$ cat src/rtl/multi_ball_controller_pkg.sv
// Shared fixed-point types, edge indices, sequencer states and saturation helpers
// for the multi-ball physics controller.
package multi_ball_controller_pkg;

    typedef logic signed [31:0] fixed_t;

    localparam int unsigned EdgeLeft   = 3;
    localparam int unsigned EdgeTop    = 2;
    localparam int unsigned EdgeRight  = 1;
    localparam int unsigned EdgeBottom = 0;

    typedef enum logic [1:0] {StIdle, StUpdate, StDone} seq_state_e;

    // Sign-extend to 34 bits so a speed plus a full-range impulse cannot overflow before clamping
    function automatic logic signed [33:0] widen(input fixed_t v);
        return {{2{v[31]}}, v};
    endfunction

    function automatic fixed_t sat_clamp(input logic signed [33:0] val, input int max_speed);
        logic signed [33:0] lim;
        logic signed [33:0] neg_lim;
        lim     = 34'(max_speed);
        neg_lim = -lim;
        if (val > lim) begin
            return lim[31:0];
        end else if (val < neg_lim) begin
            return neg_lim[31:0];
        end
        return val[31:0];
    endfunction

    function automatic fixed_t init_raw(input int pix, input int frac);
        return fixed_t'(pix) <<< frac;
    endfunction

endpackage

$ cat src/rtl/multi_ball_controller_if.sv
// Collision event bus from the hit-detection logic into the ball controller.
interface multi_ball_controller_if
    import multi_ball_controller_pkg::*;
#(
    parameter int unsigned NUM_BALLS = 4
) ();
    localparam int unsigned BW = (NUM_BALLS > 1) ? $clog2(NUM_BALLS) : 1;

    logic          colValid;
    logic [BW-1:0] colBall;
    logic [3:0]    colEdge;
    fixed_t        colImpulseX;
    fixed_t        colImpulseY;

    modport master (output colValid, colBall, colEdge, colImpulseX, colImpulseY);
    modport slave  (input  colValid, colBall, colEdge, colImpulseX, colImpulseY);
endinterface

$ cat src/rtl/multi_ball_controller_axis.sv
// One axis of the per-ball update: reflect with damping, add impulse, clamp,
// and optionally apply gravity to the stored speed.
module multi_ball_controller_axis
    import multi_ball_controller_pkg::*;
#(
    parameter int DAMP_SHIFT = 0,
    parameter int MAX_SPEED  = 1024,
    parameter int GRAVITY    = 1
) (
    input  fixed_t vel,
    input  fixed_t imp,
    input  logic   lo_hit,
    input  logic   hi_hit,
    input  logic   grav_en,
    output fixed_t step,
    output fixed_t vel_next
);
    logic               reflect;
    fixed_t             damped;
    fixed_t             v1;
    logic signed [33:0] sum;
    logic signed [33:0] fall;

    always_comb begin
        reflect  = (lo_hit && vel < 0) || (hi_hit && vel > 0);
        // A zero shift means no bounce loss rather than a zeroed speed
        damped   = (DAMP_SHIFT == 0) ? vel : vel - (vel >>> DAMP_SHIFT);
        v1       = reflect ? -damped : vel;
        sum      = widen(v1) + widen(imp);
        step     = sat_clamp(sum, MAX_SPEED);
        fall     = widen(step) + 34'(GRAVITY);
        vel_next = grav_en ? sat_clamp(fall, MAX_SPEED) : step;
    end
endmodule

$ cat src/rtl/multi_ball_controller.sv
// Per-frame physics sequencer for NUM_BALLS balls: collects collision events during
// the frame and updates one ball per clock through a shared datapath.
module multi_ball_controller
    import multi_ball_controller_pkg::*;
#(
    parameter int NUM_BALLS    = 4,
    parameter int FRAC_BITS    = 6,
    parameter int GRAVITY      = 1,
    parameter int MAX_SPEED    = 1024,
    parameter int DAMP_SHIFT   = 0,
    parameter int INIT_X       = 300,
    parameter int INIT_Y       = 50,
    parameter int BALL_SPACING = 40
) (
    input  logic                   clk,
    input  logic                   resetN,
    input  logic                   startOfFrame,
    input  logic                   pause,
    input  logic                   reset_level,
    input  logic [NUM_BALLS-1:0]   ballEnable,
    multi_ball_controller_if.slave col,
    output logic [NUM_BALLS*11-1:0] topLeftX,
    output logic [NUM_BALLS*11-1:0] topLeftY,
    output logic                   busy,
    output logic                   frameDone,
    output logic                   frameOverrun
);
    localparam int unsigned KW = (NUM_BALLS > 1) ? $clog2(NUM_BALLS) : 1;

    fixed_t     pos_x_q [NUM_BALLS];
    fixed_t     pos_y_q [NUM_BALLS];
    fixed_t     vel_x_q [NUM_BALLS];
    fixed_t     vel_y_q [NUM_BALLS];
    fixed_t     imp_x_q [NUM_BALLS];
    fixed_t     imp_y_q [NUM_BALLS];
    logic [3:0] edge_q  [NUM_BALLS];

    seq_state_e      state_q;
    logic [KW-1:0]   k_q;
    logic [NUM_BALLS-1:0] ev_hit;

    fixed_t     cur_vx, cur_vy, cur_ix, cur_iy;
    logic [3:0] cur_edge;
    fixed_t     step_x, step_y, vx_next, vy_next;

    for (genvar g = 0; g < NUM_BALLS; g++) begin : g_ball
        assign ev_hit[g] = col.colValid && ballEnable[g] && (col.colBall == KW'(g));
        assign topLeftX[11*g +: 11] = pos_x_q[g][FRAC_BITS +: 11];
        assign topLeftY[11*g +: 11] = pos_y_q[g][FRAC_BITS +: 11];
    end

    always_comb begin
        cur_vx   = vel_x_q[k_q];
        cur_vy   = vel_y_q[k_q];
        cur_ix   = imp_x_q[k_q];
        cur_iy   = imp_y_q[k_q];
        cur_edge = edge_q[k_q];
    end

    multi_ball_controller_axis #(
        .DAMP_SHIFT(DAMP_SHIFT), .MAX_SPEED(MAX_SPEED), .GRAVITY(GRAVITY)
    ) u_axis_x (
        .vel(cur_vx), .imp(cur_ix), .lo_hit(cur_edge[EdgeLeft]), .hi_hit(cur_edge[EdgeRight]),
        .grav_en(1'b0), .step(step_x), .vel_next(vx_next)
    );

    multi_ball_controller_axis #(
        .DAMP_SHIFT(DAMP_SHIFT), .MAX_SPEED(MAX_SPEED), .GRAVITY(GRAVITY)
    ) u_axis_y (
        .vel(cur_vy), .imp(cur_iy), .lo_hit(cur_edge[EdgeTop]), .hi_hit(cur_edge[EdgeBottom]),
        .grav_en(1'b1), .step(step_y), .vel_next(vy_next)
    );

    always_ff @(posedge clk or negedge resetN) begin
        if (!resetN) begin
            for (int b = 0; b < NUM_BALLS; b++) begin
                pos_x_q[b] <= init_raw(INIT_X + b * BALL_SPACING, FRAC_BITS);
                pos_y_q[b] <= init_raw(INIT_Y, FRAC_BITS);
                vel_x_q[b] <= '0;
                vel_y_q[b] <= '0;
                imp_x_q[b] <= '0;
                imp_y_q[b] <= '0;
                edge_q[b]  <= '0;
            end
            state_q      <= StIdle;
            k_q          <= '0;
            busy         <= 1'b0;
            frameDone    <= 1'b0;
            frameOverrun <= 1'b0;
        end else if (reset_level) begin
            for (int b = 0; b < NUM_BALLS; b++) begin
                pos_x_q[b] <= init_raw(INIT_X + b * BALL_SPACING, FRAC_BITS);
                pos_y_q[b] <= init_raw(INIT_Y, FRAC_BITS);
                vel_x_q[b] <= '0;
                vel_y_q[b] <= '0;
                imp_x_q[b] <= '0;
                imp_y_q[b] <= '0;
                edge_q[b]  <= '0;
            end
            state_q      <= StIdle;
            k_q          <= '0;
            busy         <= 1'b0;
            frameDone    <= 1'b0;
            frameOverrun <= 1'b0;
        end else if (!pause) begin
            frameDone <= 1'b0;
            for (int b = 0; b < NUM_BALLS; b++) begin
                if (state_q == StUpdate && k_q == KW'(b)) begin
                    if (ballEnable[b]) begin
                        pos_x_q[b] <= pos_x_q[b] + step_x;
                        pos_y_q[b] <= pos_y_q[b] + step_y;
                        vel_x_q[b] <= vx_next;
                        vel_y_q[b] <= vy_next;
                    end
                    // An event landing on the ball being updated seeds next frame's pending
                    edge_q[b]  <= ev_hit[b] ? col.colEdge : 4'b0;
                    imp_x_q[b] <= ev_hit[b] ? col.colImpulseX : '0;
                    imp_y_q[b] <= ev_hit[b] ? col.colImpulseY : '0;
                end else if (ev_hit[b]) begin
                    edge_q[b]  <= edge_q[b] | col.colEdge;
                    imp_x_q[b] <= imp_x_q[b] + col.colImpulseX;
                    imp_y_q[b] <= imp_y_q[b] + col.colImpulseY;
                end
            end
            unique case (state_q)
                StIdle: begin
                    if (startOfFrame) begin
                        state_q <= StUpdate;
                        k_q     <= '0;
                        busy    <= 1'b1;
                    end
                end
                StUpdate: begin
                    if (startOfFrame) frameOverrun <= 1'b1;
                    if (k_q == KW'(NUM_BALLS - 1)) begin
                        state_q   <= StDone;
                        frameDone <= 1'b1;
                    end else begin
                        k_q <= k_q + 1'b1;
                    end
                end
                StDone: begin
                    if (startOfFrame) frameOverrun <= 1'b1;
                    state_q <= StIdle;
                    busy    <= 1'b0;
                end
                default: state_q <= StIdle;
            endcase
        end
    end
endmodule
$ cat src/flat_wrapper.sv
// flat-port wrapper written by rule: the top's interface ports become plain ports
module multi_ball_controller_flat import multi_ball_controller_pkg::*;
#(
    parameter int NUM_BALLS    = 4,
    parameter int FRAC_BITS    = 6,
    parameter int GRAVITY      = 1,
    parameter int MAX_SPEED    = 1024,
    parameter int DAMP_SHIFT   = 0,
    parameter int INIT_X       = 300,
    parameter int INIT_Y       = 50,
    parameter int BALL_SPACING = 40
)
  (clk, resetN, startOfFrame, pause, reset_level, ballEnable, topLeftX, topLeftY, busy, frameDone, frameOverrun, col_colValid, col_colBall, col_colEdge, col_colImpulseX, col_colImpulseY);
  multi_ball_controller_if #(.NUM_BALLS(NUM_BALLS)) col_i ();
  input  logic clk;
  input  logic resetN;
  input  logic startOfFrame;
  input  logic pause;
  input  logic reset_level;
  input  logic [NUM_BALLS-1:0] ballEnable;
  output logic [NUM_BALLS*11-1:0] topLeftX;
  output logic [NUM_BALLS*11-1:0] topLeftY;
  output logic busy;
  output logic frameDone;
  output logic frameOverrun;
  input wire logic [$bits(col_i.colValid)-1:0] col_colValid;
  input wire logic [$bits(col_i.colBall)-1:0] col_colBall;
  input wire logic [$bits(col_i.colEdge)-1:0] col_colEdge;
  input wire logic [$bits(col_i.colImpulseX)-1:0] col_colImpulseX;
  input wire logic [$bits(col_i.colImpulseY)-1:0] col_colImpulseY;
  assign col_i.colValid = col_colValid;
  assign col_i.colBall = col_colBall;
  assign col_i.colEdge = col_colEdge;
  assign col_i.colImpulseX = col_colImpulseX;
  assign col_i.colImpulseY = col_colImpulseY;
  multi_ball_controller #(.NUM_BALLS(NUM_BALLS), .FRAC_BITS(FRAC_BITS), .GRAVITY(GRAVITY), .MAX_SPEED(MAX_SPEED), .DAMP_SHIFT(DAMP_SHIFT), .INIT_X(INIT_X), .INIT_Y(INIT_Y), .BALL_SPACING(BALL_SPACING)) u_core (.clk(clk), .resetN(resetN), .startOfFrame(startOfFrame), .pause(pause), .reset_level(reset_level), .ballEnable(ballEnable), .col(col_i), .topLeftX(topLeftX), .topLeftY(topLeftY), .busy(busy), .frameDone(frameDone), .frameOverrun(frameOverrun));
endmodule
$ cat config.mk
export PLATFORM = sky130hd
export DESIGN_NAME = multi_ball_controller_flat
export DESIGN_NICKNAME = d
export VERILOG_FILES = /design/src/rtl/multi_ball_controller_pkg.sv /design/src/rtl/multi_ball_controller_if.sv /design/src/rtl/multi_ball_controller_axis.sv /design/src/rtl/multi_ball_controller.sv /design/src/flat_wrapper.sv
export SDC_FILE = /design/constraint.sdc
export NUM_CORES = 2
export LEC_CHECK = 0
export CORE_MARGIN = 1.5
export CORE_UTILIZATION = 35
export CTS_CLUSTER_SIZE = 14
export DETAILED_ROUTE_END_ITERATION = 10
export GPL_TIMING_DRIVEN = 0
export PLACE_DENSITY = 0.52
export SYNTH_ARGS = -nofsm -noshare
export SYNTH_HDL_FRONTEND = slang
export SYNTH_SLANG_ARGS = --single-unit
$ cat constraint.sdc
create_clock -name clk -period 26 [get_ports clk]
set_input_delay 5.2 -clock clk [delete_from_list [all_inputs] [get_ports clk]]
set_output_delay 5.2 -clock clk [all_outputs]
set_load 0.01 [all_outputs]
==> flow_summary.toml <==
[logic_synthesis]
synth-seq-area-share = 0.323
synth_fa_ha_area_frac = 0.115
synth_compound_area_frac = 0.236
synth-xor-area-share = 0.0680
syn-instance-count = 5845
synth_area_per_cell_um2 = 8.93
synth_simple_gate_area_frac = 0.147
synth_nets = 6394
synthDistinctLibCells = 101
ys_async_sr_fraction = 1.00
synth_ff_type = "dfrtp_1"
netlist_area_um2 = 52200
ys_ff_latch = 671
yosysWarnings = 0
synth_top_family_by_area = "compound AO/OA/AOI/OAI gates"
muxShareOfSynthArea = 0.0672
synth_edf_count = 0

[floorplan]
fp-row-count = 141
dieArea_um2 = 151000
die_w_um = 389
ios = 171
core-area_um2 = 148000
fp.dieH_um = 389
start_util = 0.353

[timing]
max_freq_mhz = 66.9
max-slew-margin-rel = 0.0439
hold_viol = 0
min_period_ns = 14.94
fin_crit_sh = 0.575
maxSlewViolCount = 0
rsz0062_at_grt = "false"
finalSetupViolations = 0
timing_worst_slew_pin_value_ns = 1.43
fin_hold_ws_ns = 0.470
finalClockSkew_ns = 0.0531

[run]
drv_cap = 0

[cells_and_area]
drive_gt1_frac = 0.0787
final_cell_area_um2 = 59400
nNetsFinal = 6657
multi_input_area_um2 = 33000
post-route-util = 0.402
nFillCells = 14900
syn_to_final_growth_pct = 14.0
seq_area_um2 = 16800

[power_and_ir_drop]
powerDensity_nw_per_um2 = 46.7
irDropWorstVdd_v = 0.0000476
power.total_mw = 2.78
p_leak_nw = 28.4

[setup_path]
worstPathArrival_ns = 15.56
cp_max_fo = 10
worstPathRequired_ns = 26.62
crit_slowest_cell = "a2111oi_0"
crit_type = "flop to flop"
startpoint_type = "flop"
slowest_delay_ns = 0.87
path_buf_inv = 9
cp_top_family = "compound AO/OA/AOI/OAI gates"
end_kind = "flop"

[cts]
clk-insertion-delay-late_ns = 0.74
cts.reportedPaths.clkPinSlew_ns = 0.06
post_cts.repair.setup_buffers = 0
cts_max_path_buffers = 3
ctsHoldBuffers = 0
root_buffer = "clkbuf_16"
cts_tree = "done"
cts.sinks = 671
cts_buffers = 86
htreeDepth = 3
post_cts.resized_instances = 0

[route]
wl_per_cell_um = 25.0
antenna_left = 0
vias = 47300
via_per_inst = 5.83
first_iter_violations = 4063
first_pass_iters = 6
drt-total-wl_um = 203000
drc_errors = 0

[outcome]
status = "finished, final reports clean"

[grt]
grt_max_degree = 114
antenna_found_initial = 10
grt_pass1_vias = 44900
grt-ovfl-total = 0
grt_use_total = 0.263
grt_pass1_wl_um = 298000

[placement]
port_buffers = 167
gp_congestion = 0.949
dpl_cell_area_um2 = 56400
dp_hpwl_um = 154000

[worst_hold_path]
hold_class = "flop to flop"
## registers in the layout, summed over array words and instances, names as in the netlist, 16 cells and up
name             count
u_core.topLeftX     44
u_core.edge_q       16
u_core.pos_x_q      24
u_core.imp_y_q     128
u_core.pos_y_q      24
u_core.vel_y_q     128
u_core.imp_x_q     128
u_core.vel_x_q     128
u_core.topLeftY     44
## where the power goes
group | switching [mW] | internal, mW
Combinational | 0.276 | 0.141
Sequential | 0.0107 | 1.06
Clock | 0.539 | 0.755
Total | 0.826 | 1.95
## kinds of logic (layout without fill, tap and decap cells)
| logic type | after synthesis | after routing |
|---|---|---|
| compound gates | 1940 | 1940 |
| simple gates | 1667 | 1667 |
| flops | 671 | 671 |
| buf+inv | 511 | 841 |
| fa+ha+maj | 469 | 469 |
| xor+xnor | 404 | 404 |
| mux | 183 | 183 |
| other cells | 0 | 6 |
## area by class of cell
class | instances | share of cell area
multi-input combinational | 4663 | 0.556
antenna | 6 | 0.000253
tap | 1930 | 0.0406
clock buffer | 126 | 0.0431
sequential | 671 | 0.283
inverter | 154 | 0.00972
timing repair buffer | 175 | 0.0314
buffer | 357 | 0.0291
clock inverter | 29 | 0.00678
## metal layers
metal | global-route usage | share of wire | vias up
li1 | - | - | 21900
met1 | 0.361 | 0.45 | 23400
met2 | 0.411 | 0.44 | 1619
met3 | 0.0435 | 0.068 | 318
met4 | 0.102 | 0.041 | 10
met5 | 0 | 0.00029 | -
## cell usage after synthesis, types with 15 or more instances
cell type / n / area, µm²
dfrtp_1: 641 / 16000
nand2_1: 615 / 2310
a21oi_1: 522 / 2610
o21ai_0: 481 / 2410
ha_1: 451 / 5640
nor2_1: 449 / 1690
a21o_1: 326 / 2450
xnor2_1: 243 / 2130
clkbuf_1: 219 / 822
xor2_1: 160 / 1400
inv_1: 153 / 574
mux4_2: 132 / 2970
nor3_1: 128 / 641
nand3_1: 119 / 596
buf_4: 88 / 661
o31ai_1: 75 / 563
a22oi_1: 67 / 503
o21a_1: 57 / 428
nor2b_1: 54 / 338
a211oi_1: 53 / 398
or3_1: 50 / 313
nand2b_1: 49 / 307
o21bai_1: 43 / 323
o211ai_1: 42 / 315
a31oi_1: 40 / 250
and3_1: 36 / 225
mux2i_1: 34 / 340
dfstp_2: 30 / 788
and2_1: 27 / 169
buf_1: 27 / 101
nand4_1: 24 / 150
a21boi_0: 22 / 165
a22o_1: 20 / 175
buf_2: 18 / 90.1
fa_1: 18 / 360
nor4_1: 18 / 113
o21ai_1: 18 / 90.1
a41oi_1: 17 / 149
mux2_2: 17 / 191
a32oi_1: 15 / 131
## worst reg2reg max path: cells and delay by family (launching register included)
family          cells  cell delay (ns)
compound gates     19             4.94
simple gates       12             4.32
buf+inv             9             3.66
fa+ha+maj           3             1.01
mux                 1             0.46
flops               1             0.43
## final timing paths
| path | slack [ns] | start | end | cells after the start |
|---|---|---|---|---|
| worst max-delay path | 11.06 | u_core.k_q[1]$_DFFE_PN0P_ | u_core.topLeftY[43]$_DFFE_PN0P_ | 44 |
| worst min-delay path | 0.47 | u_core.vel_y_q[55]$_DFFE_PN0P_ | u_core.vel_y_q[55]$_DFFE_PN0P_ | 1 |
| worst max register to register | 11.06 | u_core.k_q[1]$_DFFE_PN0P_ | u_core.topLeftY[43]$_DFFE_PN0P_ | 44 |
| worst min register to register | 0.47 | u_core.vel_y_q[55]$_DFFE_PN0P_ | u_core.vel_y_q[55]$_DFFE_PN0P_ | 1 |
| max in group asynchronous | 19.58 | resetN | u_core.imp_y_q[26]$_DFFE_PN0P_ | 4 |
| min in group asynchronous | 4.40 | resetN | u_core.topLeftX[6]$_DFFE_PN0P_ | 1 |
## cell usage in the layout (no fill, tap or decap), drive strengths merged, types with 158 or more instances in the layout
master / count
dfrtp: 641
nand2: 615
a21oi: 524
o21ai: 499
ha: 451
nor2: 451
clkbuf: 345
a21o: 328
xnor2: 244
clkdlybuf4s50: 166
xor2: 160
inv: 158
## metrics by stage
stage / TNS (ns) / std cells / worst slack, ns
finish: 0 / 8111 / 11.06
global route: 0 / 8105 / 10.53
CTS: 0 / 8104 / 11.47
detailed placement: 0 / 7949 / 11.56
global placement: -8516.90 / 7942 / -13.38
floorplan: 0 / 5845 / 15.72
Note: power is estimated with default switching activity, not from simulation.
